### src/rtl/riscv_pkg.sv
// Shared RV32I constants and types for the core pipeline.
// Imported by the fetch stage and its buffer.
package riscv_pkg;
  localparam int XLEN = 32;
  localparam int ILEN = 32;
  localparam logic [XLEN-1:0] RESET_PC = 32'h0000_0000;
  localparam logic [ILEN-1:0] NOP = 32'h0000_0013;

  typedef struct packed {
    logic [ILEN-1:0] instr;
    logic [XLEN-1:0] pc;
  } fetch_entry_t;
endpackage

### src/rtl/fetch_fifo.sv
// Small synchronous FIFO holding fetched {instr, pc} pairs.
// Flush empties it in one cycle; reset also clears storage.
module fetch_fifo
  import riscv_pkg::*;
#(
  parameter int AW = XLEN,
  parameter int DW = ILEN,
  parameter int DEPTH = 2,
  parameter int CW = $clog2(DEPTH + 1)
) (
  input  logic          clk,
  input  logic          rst,
  input  logic          flush,
  input  logic          push,
  input  logic [DW-1:0] push_instr,
  input  logic [AW-1:0] push_pc,
  input  logic          pop,
  output logic [DW-1:0] head_instr,
  output logic [AW-1:0] head_pc,
  output logic [CW-1:0] count
);
  localparam int PW = (DEPTH > 1) ? $clog2(DEPTH) : 1;

  typedef struct packed {
    logic [DW-1:0] instr;
    logic [AW-1:0] pc;
  } entry_t;

  entry_t mem [DEPTH];
  logic [PW-1:0] rd_ptr;
  logic [PW-1:0] wr_ptr;

  function automatic logic [PW-1:0] nxt(input logic [PW-1:0] p);
    return (p == PW'(DEPTH - 1)) ? '0 : p + 1'b1;
  endfunction

  always_ff @(posedge clk) begin
    if (rst) begin
      rd_ptr <= '0;
      wr_ptr <= '0;
      count  <= '0;
      for (int i = 0; i < DEPTH; i++) mem[i] <= '0;
    end else if (flush) begin
      rd_ptr <= '0;
      wr_ptr <= '0;
      count  <= '0;
    end else begin
      if (push) begin
        mem[wr_ptr] <= '{instr: push_instr, pc: push_pc};
        wr_ptr <= nxt(wr_ptr);
      end
      if (pop) rd_ptr <= nxt(rd_ptr);
      if (push && !pop) count <= count + 1'b1;
      else if (pop && !push) count <= count - 1'b1;
    end
  end

  assign head_instr = mem[rd_ptr].instr;
  assign head_pc    = mem[rd_ptr].pc;

  a_no_overflow: assert property (@(posedge clk) disable iff (rst)
    !(push && !pop && !flush && count == CW'(DEPTH)));
  a_no_underflow: assert property (@(posedge clk) disable iff (rst)
    !(pop && !flush && count == '0));
endmodule

### src/rtl/fetch_unit.sv
// RV32I fetch stage: PC, 1-cycle imem issue, output buffer.
// Redirects flush wrong-path work and restart at the target.
module fetch_unit
  import riscv_pkg::*;
#(
  parameter int ADDRESS_WIDTH = 32,
  parameter int DATA_WIDTH = 32,
  parameter int DEPTH = 2,
  parameter logic [ADDRESS_WIDTH-1:0] RESET_PC = riscv_pkg::RESET_PC
) (
  input  logic                     clk,
  input  logic                     rst,
  output logic                     imem_en,
  output logic [ADDRESS_WIDTH-1:0] imem_addr,
  input  logic [DATA_WIDTH-1:0]    imem_rdata,
  input  logic                     redirect,
  input  logic [ADDRESS_WIDTH-1:0] redirect_pc,
  output logic                     instr_valid,
  input  logic                     instr_ready,
  output logic [DATA_WIDTH-1:0]    instr,
  output logic [ADDRESS_WIDTH-1:0] instr_pc,
  output logic [ADDRESS_WIDTH-1:0] instr_pc4
);
  localparam int AW = ADDRESS_WIDTH;
  localparam int CW = $clog2(DEPTH + 1);

  logic [AW-1:0] fetch_pc;
  logic [AW-1:0] req_pc;
  logic          inflight;
  logic [CW-1:0] count;
  logic [DATA_WIDTH-1:0] head_instr;
  logic [AW-1:0] head_pc;
  logic [AW-1:0] target;
  logic [CW:0]   level;
  logic          pop;
  logic          push;
  logic          issue_ok;
  logic          unused_lsb;

  assign unused_lsb = &redirect_pc[1:0];
  assign target = {redirect_pc[AW-1:2], 2'b00};

  assign instr_valid = !rst && !redirect && (count != '0);
  assign pop  = instr_valid && instr_ready;
  assign push = inflight && !redirect && !rst;

  // Slots reserved by in-flight reads count as occupied.
  assign level = {1'b0, count} + {{CW{1'b0}}, inflight};
  assign issue_ok = (level < (CW+1)'(DEPTH)) ||
                    ((level == (CW+1)'(DEPTH)) && pop);

  assign imem_en = !rst && (redirect || issue_ok);

  always_comb begin
    imem_addr = fetch_pc;
    if (rst) imem_addr = RESET_PC;
    else if (redirect) imem_addr = target;
  end

  always_ff @(posedge clk) begin
    if (rst) begin
      fetch_pc <= RESET_PC;
      req_pc   <= '0;
      inflight <= 1'b0;
    end else begin
      inflight <= imem_en;
      if (imem_en) begin
        fetch_pc <= imem_addr + AW'(4);
        req_pc   <= imem_addr;
      end
    end
  end

  fetch_fifo #(
    .AW(AW),
    .DW(DATA_WIDTH),
    .DEPTH(DEPTH)
  ) u_fifo (
    .clk(clk),
    .rst(rst),
    .flush(redirect),
    .push(push),
    .push_instr(imem_rdata),
    .push_pc(req_pc),
    .pop(pop),
    .head_instr(head_instr),
    .head_pc(head_pc),
    .count(count)
  );

  assign instr     = rst ? '0 : head_instr;
  assign instr_pc  = rst ? '0 : head_pc;
  assign instr_pc4 = rst ? '0 : head_pc + AW'(4);
endmodule

### config.mk
export PLATFORM = sky130hd
export DESIGN_NAME = fetch_unit
export DESIGN_NICKNAME = d
export VERILOG_FILES = /design/src/rtl/riscv_pkg.sv /design/src/rtl/fetch_fifo.sv /design/src/rtl/fetch_unit.sv
export SDC_FILE = /design/constraint.sdc
export NUM_CORES = 1
export LEC_CHECK = 0
export CAP_MARGIN = 20
export CORE_MARGIN = 2
export CORE_UTILIZATION = 51
export CTS_BUF_LIST = sky130_fd_sc_hd__clkbuf_8
export DETAILED_ROUTE_END_ITERATION = 8
export GPL_ROUTABILITY_DRIVEN = 0
export PLACE_DENSITY_LB_ADDON = 0.25
export SLEW_MARGIN = 15
export SYNTH_ARGS = -nofsm -noshare
export SYNTH_HDL_FRONTEND = slang
export SYNTH_SLANG_ARGS = --single-unit
### constraint.sdc
create_clock -name clk -period 8.55 [get_ports clk]
set_input_delay 0.855 -clock clk [delete_from_list [all_inputs] [get_ports clk]]
set_output_delay 0.855 -clock clk [all_outputs]
set_load 0.02 [all_outputs]
==> metrics.md <==
| Metric | Value |
|---|---|
| Layout cells sized above 1 | `0.06506` |
| Final hold vios | `0` |
| Post-Synthesis Cells | `947` |
| Count leader, synth | `nor2_1` |
| Post-layout min period | `5.420 ns` |
| WHS Endpoint | `fetch_pc[30]` |
| Primary FF master, synth | `edfxtp_1` |
| Synth async-reset ratio | `0` |
| Worst setup startpoint | `redirect` |
| DR vias/cell | `5.339` |
| Synth top area share | `0.3812` |
| DR pass1 iterations | `5` |
| Resized Gates After CTS | `0` |
| Chip width | `144.6 µm` |
| Max-cap viol count | `0` |
| IO Pins | `198` |
| CTS tree | `yes` |
| Clk pwr share | `0.317` |
| Critical path class | `in -> out` |
| Reg2Reg Depth | `10` |
| Nets | `1,183` |
| Net Sw Power | `515.8 µW` |
| Critical Path Fanout Max | `58` |
| Synth area leaders | `edfxtp_1, dfxtp_1, mux2i_1` |
| Final setup violation count | `0` |
| Hpwl dp | `15.99 mm` |
| Multi-input logic area | `4554 µm²` |
| Rel. slew slack | `0.3186` |
| RR Startpoint | `u_fifo.count[0]` |
| Max-slew violations | `0` |
| DRT antenna net count | `0` |
| Worst r2r dst | `fetch_pc[7]` |
| Pwr/cell area | `156.6 nW/µm²` |
| Post-CTS setup buffers | `0` |
| Sequential fraction of the synthesis area | `0.5163` |
| EDFF count, synth | `128` |
| Port Buffers | `195` |
| Clock network latency to the later pin of the worst-skew pair | `0.47 ns` |
| Reg-to-reg slack, setup | `4.94 ns` |
| Syn Std Cell Area | `10,080 µm²` |
| TritonCTS Buffers | `17` |
| Storage cell area | `5209 µm²` |
| Sw Share | `0.2625` |
| Startpoint types | `input pin` |
| Core Region | `19,460 µm²` |
| Bufs on Longest Clock Path | `2` |
| Syn nets | `1,021` |
| Clock Sinks | `196` |
| Fin crit share | `0.6339` |
| Initial antenna violation count | `0` |
| Peak Freq | `184.5 MHz` |
| Full die area | `20,910 µm²` |
| Area delta synth->final | `24.44%` |
| Layout fillers | `1,541` |
| Leak pwr | `0.004503 µW` |
| Synth cell count leaders | `nor2_1, and2_1, edfxtp_1` |
| Mean Syn Cell Area | `10.65 µm²` |
| Power Internal | `1449 µW` |
| Antenna Cells | `0` |
| Clk slew on worst S/H paths | `0.10 ns` |
| Global Route Usage Sum | `0.2241` |
| Maximum VDD drop | `101.7 µV` |
| Comb pwr share | `0.136` |
| Vias in the first global route | `6,986` |
| Top cell type by total area after synthesis | `edfxtp_1` |
| Hold Path Origin | `fetch_pc[30]` |
| Setup_tns | `0 ns` |
| Data required, critical path | `7.70 ns` |
| DR iter-0 viols | `524` |
| Largest net degree at the start of global routing | `78` |
| First-pass GRT wire length | `36.41 mm` |
| #FFs+latches synth | `196` |
| FP Rows | `51` |
| Flop pwr share | `0.547` |
| Hold_buf cts | `0` |
| GR Overflow Total | `0` |
| Die Y | `144.6 µm` |
| Via count | `7,405` |
| Worst path arrival time | `4.57 ns` |
| HP Class | `reg -> reg` |
| Drt wl/cell | `16.79 µm` |
| Clk_skew | `0.01374 ns` |
| Synth cell types | `65` |
| Hold Path Depth | `2` |
| Final wirelength | `23.28 mm` |
| Status | `completed` |
| DRC viols | `0` |
| Total Power | `1965 µW` |
| Synth Warn # | `0` |
| Starting Density | `0.5180` |
| Clock root cell | `clkbuf_8` |
| Worst slew pin tran | `1.022 ns` |
| RSZ-0062 raised after global routing | `false` |
| H-tree levels | `4` |
| Critical Path End Type | `output port` |
[worst max-delay path, stage by stage]
cell	delay, ns
buf_2	0.08
buf_4	0.57
nor2_1	0.27
a41o_1	0.33
or2_2	0.55
nand2_1	0.70
clkinv_1	0.51
clkdlybuf4s50_1	0.66
[cell usage in the layout (no fill, tap or decap), drive strengths merged, types with 10 or more instances in the layout]
cell type / netlist / final
nand2: 51 / 51
xnor2: 20 / 20
a211oi: 10 / 10
clkdlybuf4s50: 0 / 193
nor2: 139 / 139
mux2i: 92 / 92
nor3: 12 / 12
xor2: 29 / 29
a22o: 32 / 32
inv: 10 / 18
and2: 136 / 136
o21ai: 31 / 31
dfxtp: 68 / 68
nand3b: 17 / 17
a21oi: 14 / 14
nand3: 25 / 25
clkbuf: 29 / 18
edfxtp: 128 / 128
[per-layer routing]
layer  GRT usage  wire length [µm]  part of all wire
met5           0                 0                 0
met2      0.3589             10520              0.45
met3     0.04272              1670             0.072
met1      0.3107             10770              0.46
met4     0.06643               320             0.014
[cell type report]
class	count	area share
clock inverters	14	0.01316
well taps	265	0.02643
clock buffers	18	0.01975
flip-flops and latches	196	0.4152
multi-input cells	681	0.3630
repair buffers	202	0.1592
inverters	11	0.003291
[registers in the layout, indices dropped and copies added (netlist names), named ones only]
signal / cells
u_fifo.mem: 128
fetch_pc: 32
req_pc: 30
u_fifo.count: 2
inflight: 1
u_fifo.rd_ptr: 1
u_fifo.wr_ptr: 1
[power by group through the flow]
| stage | clock network, µW | logic [µW] | registers (µW) |
|---|---|---|---|
| 2_1_floorplan | 0 | 149 | 1090 |
| 3_3_place_gp | 0 | 264 | 1090 |
| 3_5_place_dp | 0 | 267 | 1100 |
| 4_1_cts | 635 | 268 | 1070 |
| 5_1_grt | 670 | 288 | 1080 |
| 6_report | 623 | 267 | 1070 |
[metrics by stage]
| step | area (µm²) | setup WS [ns] | std cells | utilization | hold slack (ns) |
|---|---|---|---|---|---|
| after detailed placement | 12130 | 3.116 | 1355 | 0.6234 | 0.4394 |
| after global placement | 12130 | 3.161 | 1355 | 0.6234 | 0.4340 |
| after floorplan | 10080 | 2.068 | 947 | - | 0.4244 |
| final | 12550 | 3.130 | 1387 | 0.6446 | 0.4485 |
| after global routing | 12550 | 2.846 | 1387 | 0.6446 | 0.4898 |
| after CTS | 12550 | 3.107 | 1387 | 0.6446 | 0.4524 |
[cell families (layout without fill, tap and decap cells)]
kind of cell,count (synthesis),in the layout,share of synthesized area
AND/OR/NAND/NOR,424,424,0.2276
buffers and inverters,70,245,0.03475
flip-flops,196,196,0.5163
adder cells (fa/ha/maj),6,6,0.007446
AO/OA/AOI/OAI,108,108,0.07744
multiplexers,94,94,0.09394
XOR/XNOR,49,49,0.04257
[how the worst max path moves through the flow]
| stage | cells after the start | to |
|---|---|---|
| finish | 8 | imem_en |
| global route | 8 | imem_en |
| CTS | 8 | imem_en |
| detailed placement | 8 | imem_en |
| global placement | 8 | imem_en |
| floorplan | 4 | u_fifo.mem[0][0] |
Note: power is estimated with default switching activity, not from simulation.
